==> config.mk <==
export PLATFORM = sky130hd
export DESIGN_NAME = tlb_sa_walk_flat
export DESIGN_NICKNAME = d
export VERILOG_FILES = /design/src/rtl/tlb_pkg.sv /design/src/rtl/tlb_sa_walk_if.sv /design/src/rtl/tlb_way_match.sv /design/src/rtl/tlb_sa_walk.sv /design/src/flat_wrapper.sv
export SDC_FILE = /design/constraint.sdc
export NUM_CORES = 2
export LEC_CHECK = 0
export CORE_ASPECT_RATIO = 2
export CORE_UTILIZATION = 40
export CTS_CLUSTER_DIAMETER = 80
export DETAILED_ROUTE_END_ITERATION = 8
export SLEW_MARGIN = 20
export SYNTH_ARGS = -nofsm -noshare
export SYNTH_HDL_FRONTEND = slang
export SYNTH_SLANG_ARGS = --single-unit
==> constraint.sdc <==
create_clock -name clk -period 22.9 [get_ports clk]
set_input_delay 2.29 -clock clk [delete_from_list [all_inputs] [get_ports clk]]
set_output_delay 2.29 -clock clk [all_outputs]
set_load 0.02 [all_outputs]
==> src/rtl/tlb_pkg.sv <==
// Shared definitions for the set-associative, PCID-tagged TLB.
//   - state_t   : controller states
//   - DEF_*     : default page-offset and PCID widths
//   - idx_w / tag_w / way_w : derived field widths
// Entry field layout (stored as parallel arrays in the top level):
//   {valid, tag[TAG_W], pcid[PCID_W], ppn[PA_W-OFF_W]}
//   vpn = va[VA_W-1:OFF_W], set index = vpn[IDX_W-1:0], tag = vpn[VPN_W-1:IDX_W]
package tlb_pkg;

    localparam int DEF_OFF_W  = 12;
    localparam int DEF_PCID_W = 12;

    typedef enum logic [1:0] {
        S_IDLE   = 2'd0,
        S_LOOKUP = 2'd1,
        S_WALK   = 2'd2,
        S_FILL   = 2'd3
    } state_t;

    function automatic int idx_w(input int sets);
        return $clog2(sets);
    endfunction

    function automatic int way_w(input int ways);
        return $clog2(ways);
    endfunction

    function automatic int tag_w(input int va_w, input int off_w, input int sets);
        return va_w - off_w - $clog2(sets);
    endfunction

endpackage

==> src/rtl/tlb_sa_walk_if.sv <==
// Bundle of the TLB request/response, walker and flush channels.
//   master : core + page-table walker side (drives requests, walk results, flushes)
//   slave  : TLB side (drives ready, responses, miss pulse, walk requests)
interface tlb_sa_walk_if #(
    parameter int VA_W   = 64,
    parameter int PA_W   = 64,
    parameter int PCID_W = 12,
    parameter int OFF_W  = 12
);
    // lookup request / response
    logic                  req_valid;
    logic                  req_ready;
    logic [VA_W-1:0]       req_va;
    logic [PCID_W-1:0]     req_pcid;
    logic                  resp_valid;
    logic [PA_W-1:0]       resp_addr;
    logic                  resp_hit;
    logic                  miss;
    // page-table walker
    logic                  walk_req_valid;
    logic [VA_W-OFF_W-1:0] walk_req_vpn;
    logic [PCID_W-1:0]     walk_req_pcid;
    logic                  walk_resp_valid;
    logic [PA_W-OFF_W-1:0] walk_resp_ppn;
    // invalidation
    logic                  flush_valid;
    logic                  flush_all;
    logic [PCID_W-1:0]     flush_pcid;
    logic                  flush_ready;

    modport master (
        output req_valid, req_va, req_pcid,
        output walk_resp_valid, walk_resp_ppn,
        output flush_valid, flush_all, flush_pcid,
        input  req_ready, resp_valid, resp_addr, resp_hit, miss,
        input  walk_req_valid, walk_req_vpn, walk_req_pcid, flush_ready
    );

    modport slave (
        input  req_valid, req_va, req_pcid,
        input  walk_resp_valid, walk_resp_ppn,
        input  flush_valid, flush_all, flush_pcid,
        output req_ready, resp_valid, resp_addr, resp_hit, miss,
        output walk_req_valid, walk_req_vpn, walk_req_pcid, flush_ready
    );
endinterface

==> src/rtl/tlb_way_match.sv <==
// Combinational tag/PCID compare across all ways of one set.
// Inputs : per-way valid/tag/pcid/ppn of the selected set, lookup tag and pcid.
// Outputs: hit, hit_way, hit_ppn (lowest matching way wins),
//          first_invalid_way (lowest invalid way), any_invalid.
module tlb_way_match
    import tlb_pkg::*;
#(
    parameter  int WAYS   = 4,
    parameter  int TAG_W  = 49,
    parameter  int PCID_W = 12,
    parameter  int PPN_W  = 52,
    localparam int WAY_W  = way_w(WAYS)
) (
    input  logic [WAYS-1:0]             valid,
    input  logic [WAYS-1:0][TAG_W-1:0]  tag,
    input  logic [WAYS-1:0][PCID_W-1:0] pcid,
    input  logic [WAYS-1:0][PPN_W-1:0]  ppn,
    input  logic [TAG_W-1:0]            lookup_tag,
    input  logic [PCID_W-1:0]           lookup_pcid,
    output logic                        hit,
    output logic [WAY_W-1:0]            hit_way,
    output logic [PPN_W-1:0]            hit_ppn,
    output logic [WAY_W-1:0]            first_invalid_way,
    output logic                        any_invalid
);

    // Scanning from the top way down lets the lowest qualifying way overwrite
    // the result last, giving lowest-way priority for both searches.
    always_comb begin
        // NOTE: every output gets a default before the loop so no path leaves
        // a variable unassigned and no latch is inferred.
        hit               = 1'b0;
        hit_way           = '0;
        hit_ppn           = '0;
        first_invalid_way = '0;
        any_invalid       = 1'b0;
        for (int w = WAYS - 1; w >= 0; w--) begin
            if (valid[w] && tag[w] == lookup_tag && pcid[w] == lookup_pcid) begin
                hit     = 1'b1;
                hit_way = WAY_W'(w);
                hit_ppn = ppn[w];
            end
            if (!valid[w]) begin
                any_invalid       = 1'b1;
                first_invalid_way = WAY_W'(w);
            end
        end
    end

endmodule

==> src/rtl/tlb_sa_walk.sv <==
// Set-associative PCID-tagged TLB with miss-driven page-walk fill,
// round-robin replacement and PCID-selective / global flush.
// Ports:
//   clk, rst : clock (rising edge), asynchronous active-high reset
//   bus      : tlb_sa_walk_if.slave -- lookup request/response, miss pulse,
//              walker request/response, flush request/ready
module tlb_sa_walk
    import tlb_pkg::*;
#(
    parameter int VA_W   = 64,
    parameter int PA_W   = 64,
    parameter int PCID_W = DEF_PCID_W,
    parameter int OFF_W  = DEF_OFF_W,
    parameter int SETS   = 8,
    parameter int WAYS   = 4
) (
    input logic          clk,
    input logic          rst,
    tlb_sa_walk_if.slave bus
);

    localparam int VPN_W = VA_W - OFF_W;
    localparam int PPN_W = PA_W - OFF_W;
    localparam int IDX_W = idx_w(SETS);
    localparam int TAG_W = tag_w(VA_W, OFF_W, SETS);
    localparam int WAY_W = way_w(WAYS);

    state_t state_q, state_d;
    logic   ready_en_q;  // holds ready low for the first cycle after reset

    logic [VA_W-1:0]   va_q;
    logic [PCID_W-1:0] pcid_q;
    logic [PPN_W-1:0]  ppn_q;
    logic              resp_valid_q, resp_hit_q, miss_q;
    logic [PA_W-1:0]   resp_addr_q;

    logic [SETS-1:0][WAYS-1:0]  valid_q;
    logic [SETS-1:0][WAY_W-1:0] rr_q;
    logic [WAYS-1:0][TAG_W-1:0]  tag_mem  [SETS];
    logic [WAYS-1:0][PCID_W-1:0] pcid_mem [SETS];
    logic [WAYS-1:0][PPN_W-1:0]  ppn_mem  [SETS];

    logic [VPN_W-1:0] vpn;
    logic [IDX_W-1:0] set_idx;
    logic [TAG_W-1:0] tag;

    logic             hit, any_invalid;
    logic [WAY_W-1:0] hit_way, first_invalid_way, victim;
    logic [PPN_W-1:0] hit_ppn;
    logic             use_rr;

    logic             flush_ready, req_ready;
    logic             accept, do_flush, capture, fill_en;
    logic             resp_valid_d, resp_hit_d, miss_d;
    logic [PA_W-1:0]  resp_addr_d;

    assign vpn     = va_q[VA_W-1:OFF_W];
    assign set_idx = vpn[IDX_W-1:0];
    assign tag     = vpn[VPN_W-1:IDX_W];

    tlb_way_match #(
        .WAYS   (WAYS),
        .TAG_W  (TAG_W),
        .PCID_W (PCID_W),
        .PPN_W  (PPN_W)
    ) u_match (
        .valid             (valid_q[set_idx]),
        .tag               (tag_mem[set_idx]),
        .pcid              (pcid_mem[set_idx]),
        .ppn               (ppn_mem[set_idx]),
        .lookup_tag        (tag),
        .lookup_pcid       (pcid_q),
        .hit               (hit),
        .hit_way           (hit_way),
        .hit_ppn           (hit_ppn),
        .first_invalid_way (first_invalid_way),
        .any_invalid       (any_invalid)
    );

    // A fill that already matches reuses its own way so a translation is never
    // held twice; otherwise lowest invalid way, then the set's RR pointer.
    always_comb begin
        victim = rr_q[set_idx];
        use_rr = 1'b0;
        if (hit) begin
            victim = hit_way;
        end else if (any_invalid) begin
            victim = first_invalid_way;
        end else begin
            use_rr = 1'b1;
        end
    end

    assign flush_ready = (state_q == S_IDLE) && ready_en_q;
    assign req_ready   = flush_ready && !bus.flush_valid;  // flush wins the cycle

    always_comb begin
        state_d      = state_q;
        accept       = 1'b0;
        do_flush     = 1'b0;
        capture      = 1'b0;
        fill_en      = 1'b0;
        resp_valid_d = 1'b0;
        resp_hit_d   = 1'b0;
        miss_d       = 1'b0;
        resp_addr_d  = '0;
        case (state_q)
            S_IDLE: begin
                if (bus.flush_valid && flush_ready) begin
                    do_flush = 1'b1;
                end else if (bus.req_valid && req_ready) begin
                    accept  = 1'b1;
                    state_d = S_LOOKUP;
                end
            end
            S_LOOKUP: begin
                if (hit) begin
                    resp_valid_d = 1'b1;
                    resp_hit_d   = 1'b1;
                    resp_addr_d  = {hit_ppn, va_q[OFF_W-1:0]};
                    state_d      = S_IDLE;
                end else begin
                    miss_d  = 1'b1;
                    state_d = S_WALK;
                end
            end
            S_WALK: begin
                if (bus.walk_resp_valid) begin
                    capture = 1'b1;
                    state_d = S_FILL;
                end
            end
            S_FILL: begin
                fill_en      = 1'b1;
                resp_valid_d = 1'b1;
                resp_addr_d  = {ppn_q, va_q[OFF_W-1:0]};
                state_d      = S_IDLE;
            end
            default: state_d = S_IDLE;
        endcase
    end

    always_ff @(posedge clk or posedge rst) begin
        if (rst) begin
            state_q    <= S_IDLE;
            ready_en_q <= 1'b0;
        end else begin
            // NOTE: sequential state uses non-blocking assignments so every
            // flop samples pre-edge values regardless of statement order.
            state_q    <= state_d;
            ready_en_q <= 1'b1;
        end
    end

    always_ff @(posedge clk or posedge rst) begin
        if (rst) begin
            va_q         <= '0;
            pcid_q       <= '0;
            ppn_q        <= '0;
            resp_valid_q <= 1'b0;
            resp_hit_q   <= 1'b0;
            resp_addr_q  <= '0;
            miss_q       <= 1'b0;
            valid_q      <= '0;
            rr_q         <= '0;
        end else begin
            resp_valid_q <= resp_valid_d;
            resp_hit_q   <= resp_hit_d;
            resp_addr_q  <= resp_addr_d;
            miss_q       <= miss_d;
            if (accept) begin
                va_q   <= bus.req_va;
                pcid_q <= bus.req_pcid;
            end
            if (capture) begin
                ppn_q <= bus.walk_resp_ppn;
            end
            if (do_flush) begin
                for (int s = 0; s < SETS; s++) begin
                    for (int w = 0; w < WAYS; w++) begin
                        if (bus.flush_all || pcid_mem[s][w] == bus.flush_pcid) begin
                            valid_q[s][w] <= 1'b0;
                        end
                    end
                end
            end
            if (fill_en) begin
                valid_q[set_idx][victim] <= 1'b1;
                if (use_rr) begin
                    rr_q[set_idx] <= rr_q[set_idx] + 1'b1;  // wraps: WAYS is a power of 2
                end
            end
        end
    end

    // NOTE: entry payload arrays carry no reset; the valid bits alone decide
    // whether a way holds anything, which keeps these as plain RAM-style arrays.
    always_ff @(posedge clk) begin
        if (fill_en) begin
            tag_mem[set_idx][victim]  <= tag;
            pcid_mem[set_idx][victim] <= pcid_q;
            ppn_mem[set_idx][victim]  <= ppn_q;
        end
    end

    assign bus.req_ready      = req_ready;
    assign bus.flush_ready    = flush_ready;
    assign bus.resp_valid     = resp_valid_q;
    assign bus.resp_hit       = resp_hit_q;
    assign bus.resp_addr      = resp_addr_q;
    assign bus.miss           = miss_q;
    assign bus.walk_req_valid = (state_q == S_WALK);
    assign bus.walk_req_vpn   = vpn;
    assign bus.walk_req_pcid  = pcid_q;

endmodule

==> src/flat_wrapper.sv <==
// flat-port wrapper written by rule: the top's interface ports become plain ports
module tlb_sa_walk_flat import tlb_pkg::*;
#(
    parameter int VA_W   = 64,
    parameter int PA_W   = 64,
    parameter int PCID_W = DEF_PCID_W,
    parameter int OFF_W  = DEF_OFF_W,
    parameter int SETS   = 8,
    parameter int WAYS   = 4
)
  (clk, rst, bus_req_valid, bus_req_va, bus_req_pcid, bus_walk_resp_valid, bus_walk_resp_ppn, bus_flush_valid, bus_flush_all, bus_flush_pcid, bus_req_ready, bus_resp_valid, bus_resp_addr, bus_resp_hit, bus_miss, bus_walk_req_valid, bus_walk_req_vpn, bus_walk_req_pcid, bus_flush_ready);
  tlb_sa_walk_if #(.VA_W(VA_W), .PA_W(PA_W), .PCID_W(PCID_W), .OFF_W(OFF_W)) bus_i ();
  input logic clk;
  input logic rst;
  input wire logic [$bits(bus_i.req_valid)-1:0] bus_req_valid;
  input wire logic [$bits(bus_i.req_va)-1:0] bus_req_va;
  input wire logic [$bits(bus_i.req_pcid)-1:0] bus_req_pcid;
  input wire logic [$bits(bus_i.walk_resp_valid)-1:0] bus_walk_resp_valid;
  input wire logic [$bits(bus_i.walk_resp_ppn)-1:0] bus_walk_resp_ppn;
  input wire logic [$bits(bus_i.flush_valid)-1:0] bus_flush_valid;
  input wire logic [$bits(bus_i.flush_all)-1:0] bus_flush_all;
  input wire logic [$bits(bus_i.flush_pcid)-1:0] bus_flush_pcid;
  output wire logic [$bits(bus_i.req_ready)-1:0] bus_req_ready;
  output wire logic [$bits(bus_i.resp_valid)-1:0] bus_resp_valid;
  output wire logic [$bits(bus_i.resp_addr)-1:0] bus_resp_addr;
  output wire logic [$bits(bus_i.resp_hit)-1:0] bus_resp_hit;
  output wire logic [$bits(bus_i.miss)-1:0] bus_miss;
  output wire logic [$bits(bus_i.walk_req_valid)-1:0] bus_walk_req_valid;
  output wire logic [$bits(bus_i.walk_req_vpn)-1:0] bus_walk_req_vpn;
  output wire logic [$bits(bus_i.walk_req_pcid)-1:0] bus_walk_req_pcid;
  output wire logic [$bits(bus_i.flush_ready)-1:0] bus_flush_ready;
  assign bus_i.req_valid = bus_req_valid;
  assign bus_i.req_va = bus_req_va;
  assign bus_i.req_pcid = bus_req_pcid;
  assign bus_i.walk_resp_valid = bus_walk_resp_valid;
  assign bus_i.walk_resp_ppn = bus_walk_resp_ppn;
  assign bus_i.flush_valid = bus_flush_valid;
  assign bus_i.flush_all = bus_flush_all;
  assign bus_i.flush_pcid = bus_flush_pcid;
  assign bus_req_ready = bus_i.req_ready;
  assign bus_resp_valid = bus_i.resp_valid;
  assign bus_resp_addr = bus_i.resp_addr;
  assign bus_resp_hit = bus_i.resp_hit;
  assign bus_miss = bus_i.miss;
  assign bus_walk_req_valid = bus_i.walk_req_valid;
  assign bus_walk_req_vpn = bus_i.walk_req_vpn;
  assign bus_walk_req_pcid = bus_i.walk_req_pcid;
  assign bus_flush_ready = bus_i.flush_ready;
  tlb_sa_walk #(.VA_W(VA_W), .PA_W(PA_W), .PCID_W(PCID_W), .OFF_W(OFF_W), .SETS(SETS), .WAYS(WAYS)) u_core (.clk(clk), .rst(rst), .bus(bus_i));
endmodule
# Word level (Yosys, flattened, before mapping)
# Memories as Yosys holds them, arrays and structs flattened.
# Index checks and enable logic that the tools add are counted.
op_classes:
  bitwise_logic: 1
  n_addsub: 1
  n_eq_ne: 46
  n_lt_le_gt_ge: 4
  mux: 99
  reduce_logical: 50
op_table:
  columns: ["op", "n"]
  rows:
  - ["equality test 12 bit", 36]
  - ["two-way mux 52 bit", 5]
  - ["two-way mux 208 bit", 1]
  - ["equality test 49 bit", 4]
  - ["two-way mux 196 bit", 1]
  - ["case mux 64 bit (2 select lines)", 1]
  - ["demux 52 bit (select 2 bit)", 1]
  - ["demux 49 bit (select 2 bit)", 1]
  - ["two-way mux 32 bit", 2]
  - ["two-way mux 64 bit", 1]
  - ["two-way mux 1 bit", 56]
  - ["two-way mux 49 bit", 1]
  - ["two-way mux 48 bit", 1]
  - ["logical OR 1 bit", 32]
  - ["two-way mux 2 bit", 16]
  - ["bitwise OR 32 bit", 1]
  - ["demux 12 bit (select 2 bit)", 1]
  - ["bitwise mux 16 bit", 1]
  - ["logical AND 1 bit", 14]
  - ["binary-select mux 4 bit (select 3 bit)", 1]
  - ["demux 4 bit (select 3 bit)", 1]
  - ["two-way mux 12 bit", 1]
  - ["two-way mux 4 bit", 2]
  - ["case mux 2 bit (4 select lines)", 1]
  - ["other kinds (16)", 19]
totals:
  word_cells: 229
  inputBits: 146
  register_bits: 246
  memories: 3
  out_inout_bits: 134
  ramBits: 3616
memory_table:
  columns: ["name", "depth", "width", "rd", "rd_ports_with_merged_regs", "write_ports", "line", "text"]
  rows:
  - ["u_core.ppn_mem", 8, 208, 1, 0, 1, "tlb_sa_walk.sv:41", "logic [WAYS-1:0][PPN_W-1:0] ppn_mem [SETS];"]
  - ["u_core.tag_mem", 8, 196, 1, 0, 1, "tlb_sa_walk.sv:39", "logic [WAYS-1:0][TAG_W-1:0] tag_mem [SETS];"]
  - ["u_core.pcid_mem", 8, 48, 9, 0, 1, "tlb_sa_walk.sv:40", "logic [WAYS-1:0][PCID_W-1:0] pcid_mem [SETS];"]

# Depth between registers and ports, before layout
depth:
  ltp_word: 17
  mapped_depth: 21
  depth_no_buf: 10

# By module
# From an unflattened synthesis, not the netlist that was laid out.
hier_totals:
  cells_unflattened: 8274
  hier_area_um2: 145882.4
modules_own_cells:
  columns: ["module", "seq_area_each_um2", "n_inst", "cells_each", "area_each_um2"]
  rows:
  - ["tlb_sa_walk", 114740.0, 1, 7612, 141135.4]
  - ["tlb_way_match", 0.0, 1, 662, 4747.1]

# Worst setup path after synthesis
# OpenSTA, ideal clock, no wires.
synth_timing:
  kind: "register -> register"
  from: "register u_core.va_q[12]"
  to: "memory u_core.pcid_mem[4][12] in the netlist's numbering, enable pin"
  arrival_ns: 11.424
  required_ns: 22.177
  stages_incl_launch_ff: 15
  setup_slack_ns: 10.752
  path_buffers: 5
  setup_ns: 0.723
  period_less_slack_ns: 12.148
  cell_sequence: "dfrtp_1 > buf_2 > buf_2 > buf_2 > mux4_2 > mux2i_1 > xnor2_1 > or3b_2 > a2111oi_0 > nand4_1 > nor3_4 > buf_2 > buf_2 > nor2_1 > nor3_1"
synth_via:
  elab_chain_len: 14
  word_cells_on_any_way: 46
  cone_classes: "order compare: 2; eq/ne: 8; mux: 25; reduce/logical: 9; memory: 2"
synth_lines:
  columns: ["element", "line", "text"]
  rows:
  - ["from (decl)", "tlb_sa_walk.sv:31", "logic [VA_W-1:0] va_q;"]
  - ["from (signal assigned)", "tlb_sa_walk.sv:172", "va_q <= bus.req_va;"]
  - ["memory read (8 x 196 bit) / binary-select mux 4 bit (select 3 bit) (equally long branches)", null, null]
  - ["equality test 49 bit / two-way mux 4 bit (equally long branches)", "tlb_way_match.sv:38, tlb_sa_walk.sv:67", null]
  - ["logical AND 1 bit (2 in series)", "tlb_way_match.sv:38", "if (valid[w] && tag[w] == lookup_tag && pcid[w] == lookup_pcid) begin"]
  - ["two-way mux 2 bit / two-way mux 1 bit (equally long branches) (4 in series)", "tlb_way_match.sv:38", null]
  - ["two-way mux 2 bit", "tlb_sa_walk.sv:85", "if (hit) begin"]
  - ["< comparator 2 x 3 -> 1 bit (not written as such) / >= comparator 2 x 1 -> 1 bit (equally long branches)", "tlb_sa_walk.sv:201", "pcid_mem[set_idx][victim] <= pcid_q;"]
  - ["logical AND 1 bit (not written as such)", "tlb_sa_walk.sv:201", null]
  - ["two-way mux 12 bit (not written as such)", "tlb_sa_walk.sv:201", null]
  - ["demux 12 bit (select 2 bit)", null, null]
  - ["two-way mux 48 bit (not written as such)", "tlb_sa_walk.sv:201", null]
  - ["to (decl)", "tlb_sa_walk.sv:40", null]
# Parallel ways exist; a longest one is shown, timed or not. The select of a mux whose other input is x is not followed.

# Worst setup path in the final report
layout_timing:
  from: "register u_core.va_q[14]"
  to: "memory u_core.tag_mem[7][111] in the netlist's numbering, enable pin"
layout_via:
  elab_chain_len: 14
  word_cells_on_any_way: 46
  cone_classes: "order compare: 2; eq/ne: 8; mux: 25; reduce/logical: 9; memory: 2"
layout_lines:
  columns: ["element", "line", "text"]
  rows:
  - ["memory read (8 x 196 bit) / binary-select mux 4 bit (select 3 bit) (equally long branches)", null, null]
  - ["equality test 49 bit / two-way mux 4 bit (equally long branches)", "tlb_way_match.sv:38, tlb_sa_walk.sv:67", null]
  - ["logical AND 1 bit (2 in series)", "tlb_way_match.sv:38", null]
  - ["two-way mux 2 bit / two-way mux 1 bit (equally long branches) (4 in series)", "tlb_way_match.sv:38", null]
  - ["two-way mux 2 bit", "tlb_sa_walk.sv:85", null]
  - ["< comparator 2 x 3 -> 1 bit (not written as such) / >= comparator 2 x 1 -> 1 bit (equally long branches)", "tlb_sa_walk.sv:200", "tag_mem[set_idx][victim] <= tag;"]
  - ["logical AND 1 bit (not written as such)", "tlb_sa_walk.sv:200", null]
  - ["two-way mux 49 bit (not written as such)", "tlb_sa_walk.sv:200", null]
  - ["demux 49 bit (select 2 bit)", null, null]
  - ["two-way mux 196 bit (not written as such)", "tlb_sa_walk.sv:200", null]
  - ["to (decl)", "tlb_sa_walk.sv:39", null]
# Parallel ways exist; a longest one is shown, timed or not. The select of a mux whose other input is x is not followed.

==> summary.md <==
| Metric | Value |
|---|---|
| Status | complete, no violations |
| CTS tree | built |
| Synth Register Bits | around 3,900 |
| Min Hold Slack | around 0.48 ns |
| Area of the mapped netlist | approximately 160,000 um^2 |
| Gpl congestion | approximately 1.0 |
| Yosys top cell area share | 0.6950 |
| Final setup viols | 0 |
| Dpl hpwl | 393.5 mm |
| Gr usage total | 0.3174 |
| Clock Sinks | around 3,900 |
| Number of max-cap violations | 0 |
| Worst-path maximum fanout | 113 |
| Hold Buf Count CTS | 0 |
| Slew HR | 0.08051 |
| Number of synthesized flops with an enable pin | between 3,000 and 4,000 |
| Sw frac | 0.4084 |
| Initial core utilization | 0.4019 |
| Hold path start | u_core.va_q[7]$_DFFE_PP0P_ |
| Switching power | ~0.010 W |
| Critical path class | flip-flop to flip-flop |
| HP Class | flip-flop to flip-flop |
| Congestion Overflow GR | 0 |
| Logic gate share of total power | 0.394 |
| Initial DRC Count | ~14,000 |
| Drc violations | 0 |
| Prevailing post-synth register cell | edfxtp_1 |
| Max Root-Sink Buffers | 4 |
| Reg-to-reg endpoint | u_core.tag_mem[7][111]$_DFFE_PP_ |
| P&R area growth vs syn | 13.98% |
| Share of power burned in registers | 0.369 |
| First-pass GRT wire length | 844.2 mm |
| Antenna violations before repair | 48 |
| H-Tree Depth | 5 |
| Critical path capture point | u_core.tag_mem[7][111]$_DFFE_PP_ |
| CTS Buf Count | roughly 350 |
| # resized after CTS | 0 |
| Warnings from Yosys | 0 |
| Worst Tran Pin Value | ~1.4 ns |
| Crit share post-route | 0.4910 |
| Design area | roughly 180,000 um^2 |
| Clk_lat worst skew | 1.02 ns |
| Die width | between 400 and 500 um |
| Routed WL per cell | 43.07 um |
| Worst setup EP type | flip-flop |
| Vias in the first global route | between 90,000 and 100k |
| Clk slew on worst S/H paths | 0.07 ns |
| Final setup TNS | 0 ns |
| Final hold violation count | 0 |
| Leading area contributor after synthesis | edfxtp_1 |
| Slew Viols, Final | 0 |
| Most common cell after layout, fill and taps aside | edfxtp_1 |
| Arrival time worst endpoint | 11.83 ns |
| FMAX | about 89 MHz |
| P_leak | between 50 and 60 nW |
| Pre-antenna DRT Iters | 8 |
| Clock power share | 0.237 |
| Most frequent cells in the layout | edfxtp_1 (3,616), mux2_2 (579), mux2i_1 (435) |
| IO buf count | between 200 and 300 |
| Row count | roughly 320 |
| Fin Clk Skew | a little under 0.06 ns |
| DR vias/cell | ~6.6 |
| Max VDD drop | a little over 0.0001 V |
| Distinct cells, synth | just over 100 |
| Fin crit period | ~11 ns |
| Post-synthesis net count | 9,146 |
| Pint | between 0.01 and 0.015 W |
| Avg Cell Area, Syn | 17.36 um^2 |
| Worst Setup SP | u_core.va_q[14]$_DFFE_PP0P_ |
| Reg2reg start | u_core.va_q[14]$_DFFE_PP0P_ |
| Die height | ~900 um |
| Vias | roughly 97,000 |
| Core Area | just under 400,000 um^2 |
| CTS Root Cell | clkbuf_16 |
| Number of setup buffers added after CTS | 0 |
| Reg2Reg Setup Slack | 11.66 ns |
| Final wirelength | roughly 640 mm |
| Layout cells sized above 1 | 0.2059 |
| Async set or reset register ratio after synthesis | 0.06370 |
| R2R cell count | 20 |
| Final nets | around 9,600 |
| Sequential-to-total area share from yosys stat | 0.7344 |
| Largest net degree at the start of global routing | ~110 |
| Gate Count Post-Synth | ~9,000 |
| Routed Antenna Nets | 0 |
| RSZ-0062 raised after global routing | no |
| Synth top area cells | edfxtp_1 (70%), mux2_2 (4.2%), dfrtp_1 (3.9%), mux4_2 (3.1%), mux2i_1 (2.8%) |
| I/O pin cnt | 280 |
| Critical Path Start Type | flip-flop |
| DIE AREA | between 300,000 and 400,000 um^2 |
| Worst EP required | 23.49 ns |
| Power per cell area | between 100 and 150 nW/um^2 |
| Placed Instance Area | approximately 170,000 um^2 |
==> layout make-up <==
class                   instances  area (um^2)
diodes                         33        82.58
clock buffers                 454         9564
clock inverters               171         1703
fillers                     32970       210700
inverters                      17        87.58
multi-input cells            4440        38940
flip-flops and latches       3862       114800
well taps                    5053         6322
repair buffers                745         6571
==> per-stage QoR <==
step / setup slack, ns / total power, W / instances / utilization
after floorplan: 10.75 / 0.01395 / 9000 / -
after global placement: 11.77 / 0.01888 / 14100 / 0.4278
after detailed placement: 12.13 / 0.01897 / 14110 / 0.4283
after CTS: 12.07 / 0.02484 / 14740 / 0.4573
after global routing: 11.88 / 0.02545 / 14750 / 0.4578
final: 11.66 / 0.02518 / 14780 / 0.4580
==> flip-flops by register name, summed over array words and instances, names as in the netlist, named ones only <==
| register | count |
|---|---|
| u_core.tag_mem | 1568 |
| u_core.bus.resp_hit | 1 |
| u_core.bus.walk_req_pcid | 12 |
| u_core.ppn_q | 52 |
| u_core.bus.miss | 1 |
| u_core.rr_q | 16 |
| u_core.ppn_mem | 1664 |
| u_core.va_q | 64 |
| u_core.bus.resp_addr | 64 |
| u_core.bus.resp_valid | 1 |
| u_core.state_q | 1 |
| u_core.valid_q | 32 |
| u_core.pcid_mem | 384 |
| u_core.ready_en_q | 1 |
==> power by group through the flow <==
| stage | Sequential [W] | Combinational (W) | Clock, W |
|---|---|---|---|
| global route | 0.00932 | 0.00991 | 0.00622 |
| floorplan | 0.00969 | 0.00427 | 0 |
| CTS | 0.00930 | 0.00955 | 0.00599 |
| detailed placement | 0.00945 | 0.00953 | 0 |
| finish | 0.00930 | 0.00992 | 0.00596 |
| global placement | 0.00943 | 0.00945 | 0 |
==> worst min-delay path by stage <==
stage                                   endpoint  slack [ns]  cells after the start
6_report       u_core.bus.resp_addr[7]$_DFF_PP0_        0.48                      1
5_1_grt        u_core.bus.resp_addr[1]$_DFF_PP0_        0.50                      1
4_1_cts        u_core.bus.resp_addr[0]$_DFF_PP0_        0.48                      1
3_5_place_dp   u_core.bus.resp_addr[2]$_DFF_PP0_        0.47                      1
3_3_place_gp   u_core.bus.resp_addr[0]$_DFF_PP0_        0.45                      1
2_1_floorplan  u_core.bus.resp_addr[0]$_DFF_PP0_        0.45                      1
==> critical path, stage by stage, from the launching register on <==
cell and delay (ns):
dfrtp_4 0.70, buf_4 0.67, buf_4 0.51, buf_4 0.66, buf_12 0.67, nand2b_4 0.50, o22a_1 0.37, and4_1 0.22
nor4_1 0.91, nand4b_1 0.35, buf_4 0.34, nor2_2 0.13, buf_4 0.35, and4_2 0.28, buf_4 0.46, o21ai_2 0.23
buf_4 0.28, nor2_4 0.10, buf_4 0.74, buf_4 0.87, buf_4 0.85
==> cells by family (layout without fill, tap and decap cells) <==
kind of cell / Yosys count / count (layout) / synth area share
DFF: 3862 / 3862 / 0.7344
buffers and inverters: 698 / 1387 / 0.02222
other: 1 / 34 / 0.00002400
xor gates and xnor gates: 566 / 566 / 0.03173
and+or+nand+nor: 993 / 993 / 0.03479
muxes: 1241 / 1241 / 0.1013
AOI/OAI and AO/OA: 1639 / 1639 / 0.07552
==> cell usage after synthesis, types with 17 or more instances <==
| cell type | number |
|---|---|
| a2111oi_0 | 21 |
| a211oi_1 | 27 |
| a21oi_1 | 197 |
| a221o_1 | 99 |
| a221oi_1 | 69 |
| a222oi_1 | 27 |
| a22o_1 | 60 |
| a22oi_1 | 180 |
| a31oi_1 | 47 |
| and2_1 | 24 |
| and3_1 | 32 |
| and3b_1 | 26 |
| and4_1 | 17 |
| buf_1 | 103 |
| buf_2 | 118 |
| buf_4 | 98 |
| buf_6 | 35 |
| clkbuf_1 | 321 |
| dfrtp_1 | 246 |
| edfxtp_1 | 3616 |
| mux2_2 | 579 |
| mux2i_1 | 440 |
| mux4_2 | 213 |
| nand2_1 | 163 |
| nand2b_1 | 22 |
| nand3_1 | 38 |
| nand4_1 | 73 |
| nor2_1 | 228 |
| nor2b_1 | 20 |
| nor3_1 | 84 |
| nor4_1 | 151 |
| o21ai_0 | 156 |
| o221ai_1 | 185 |
| o22a_1 | 18 |
| o22ai_1 | 383 |
| or4_1 | 25 |
| xnor2_1 | 130 |
| xor2_1 | 436 |
==> metal layers <==
metal / global-route usage / part of all wire
met4: 0.2831 / 0.11
met2: 0.5287 / 0.49
met3: 0.05963 / 0.087
met1: 0.3448 / 0.32
met5: 0 / 0.00024
Note: power is estimated with default switching activity, not from simulation.
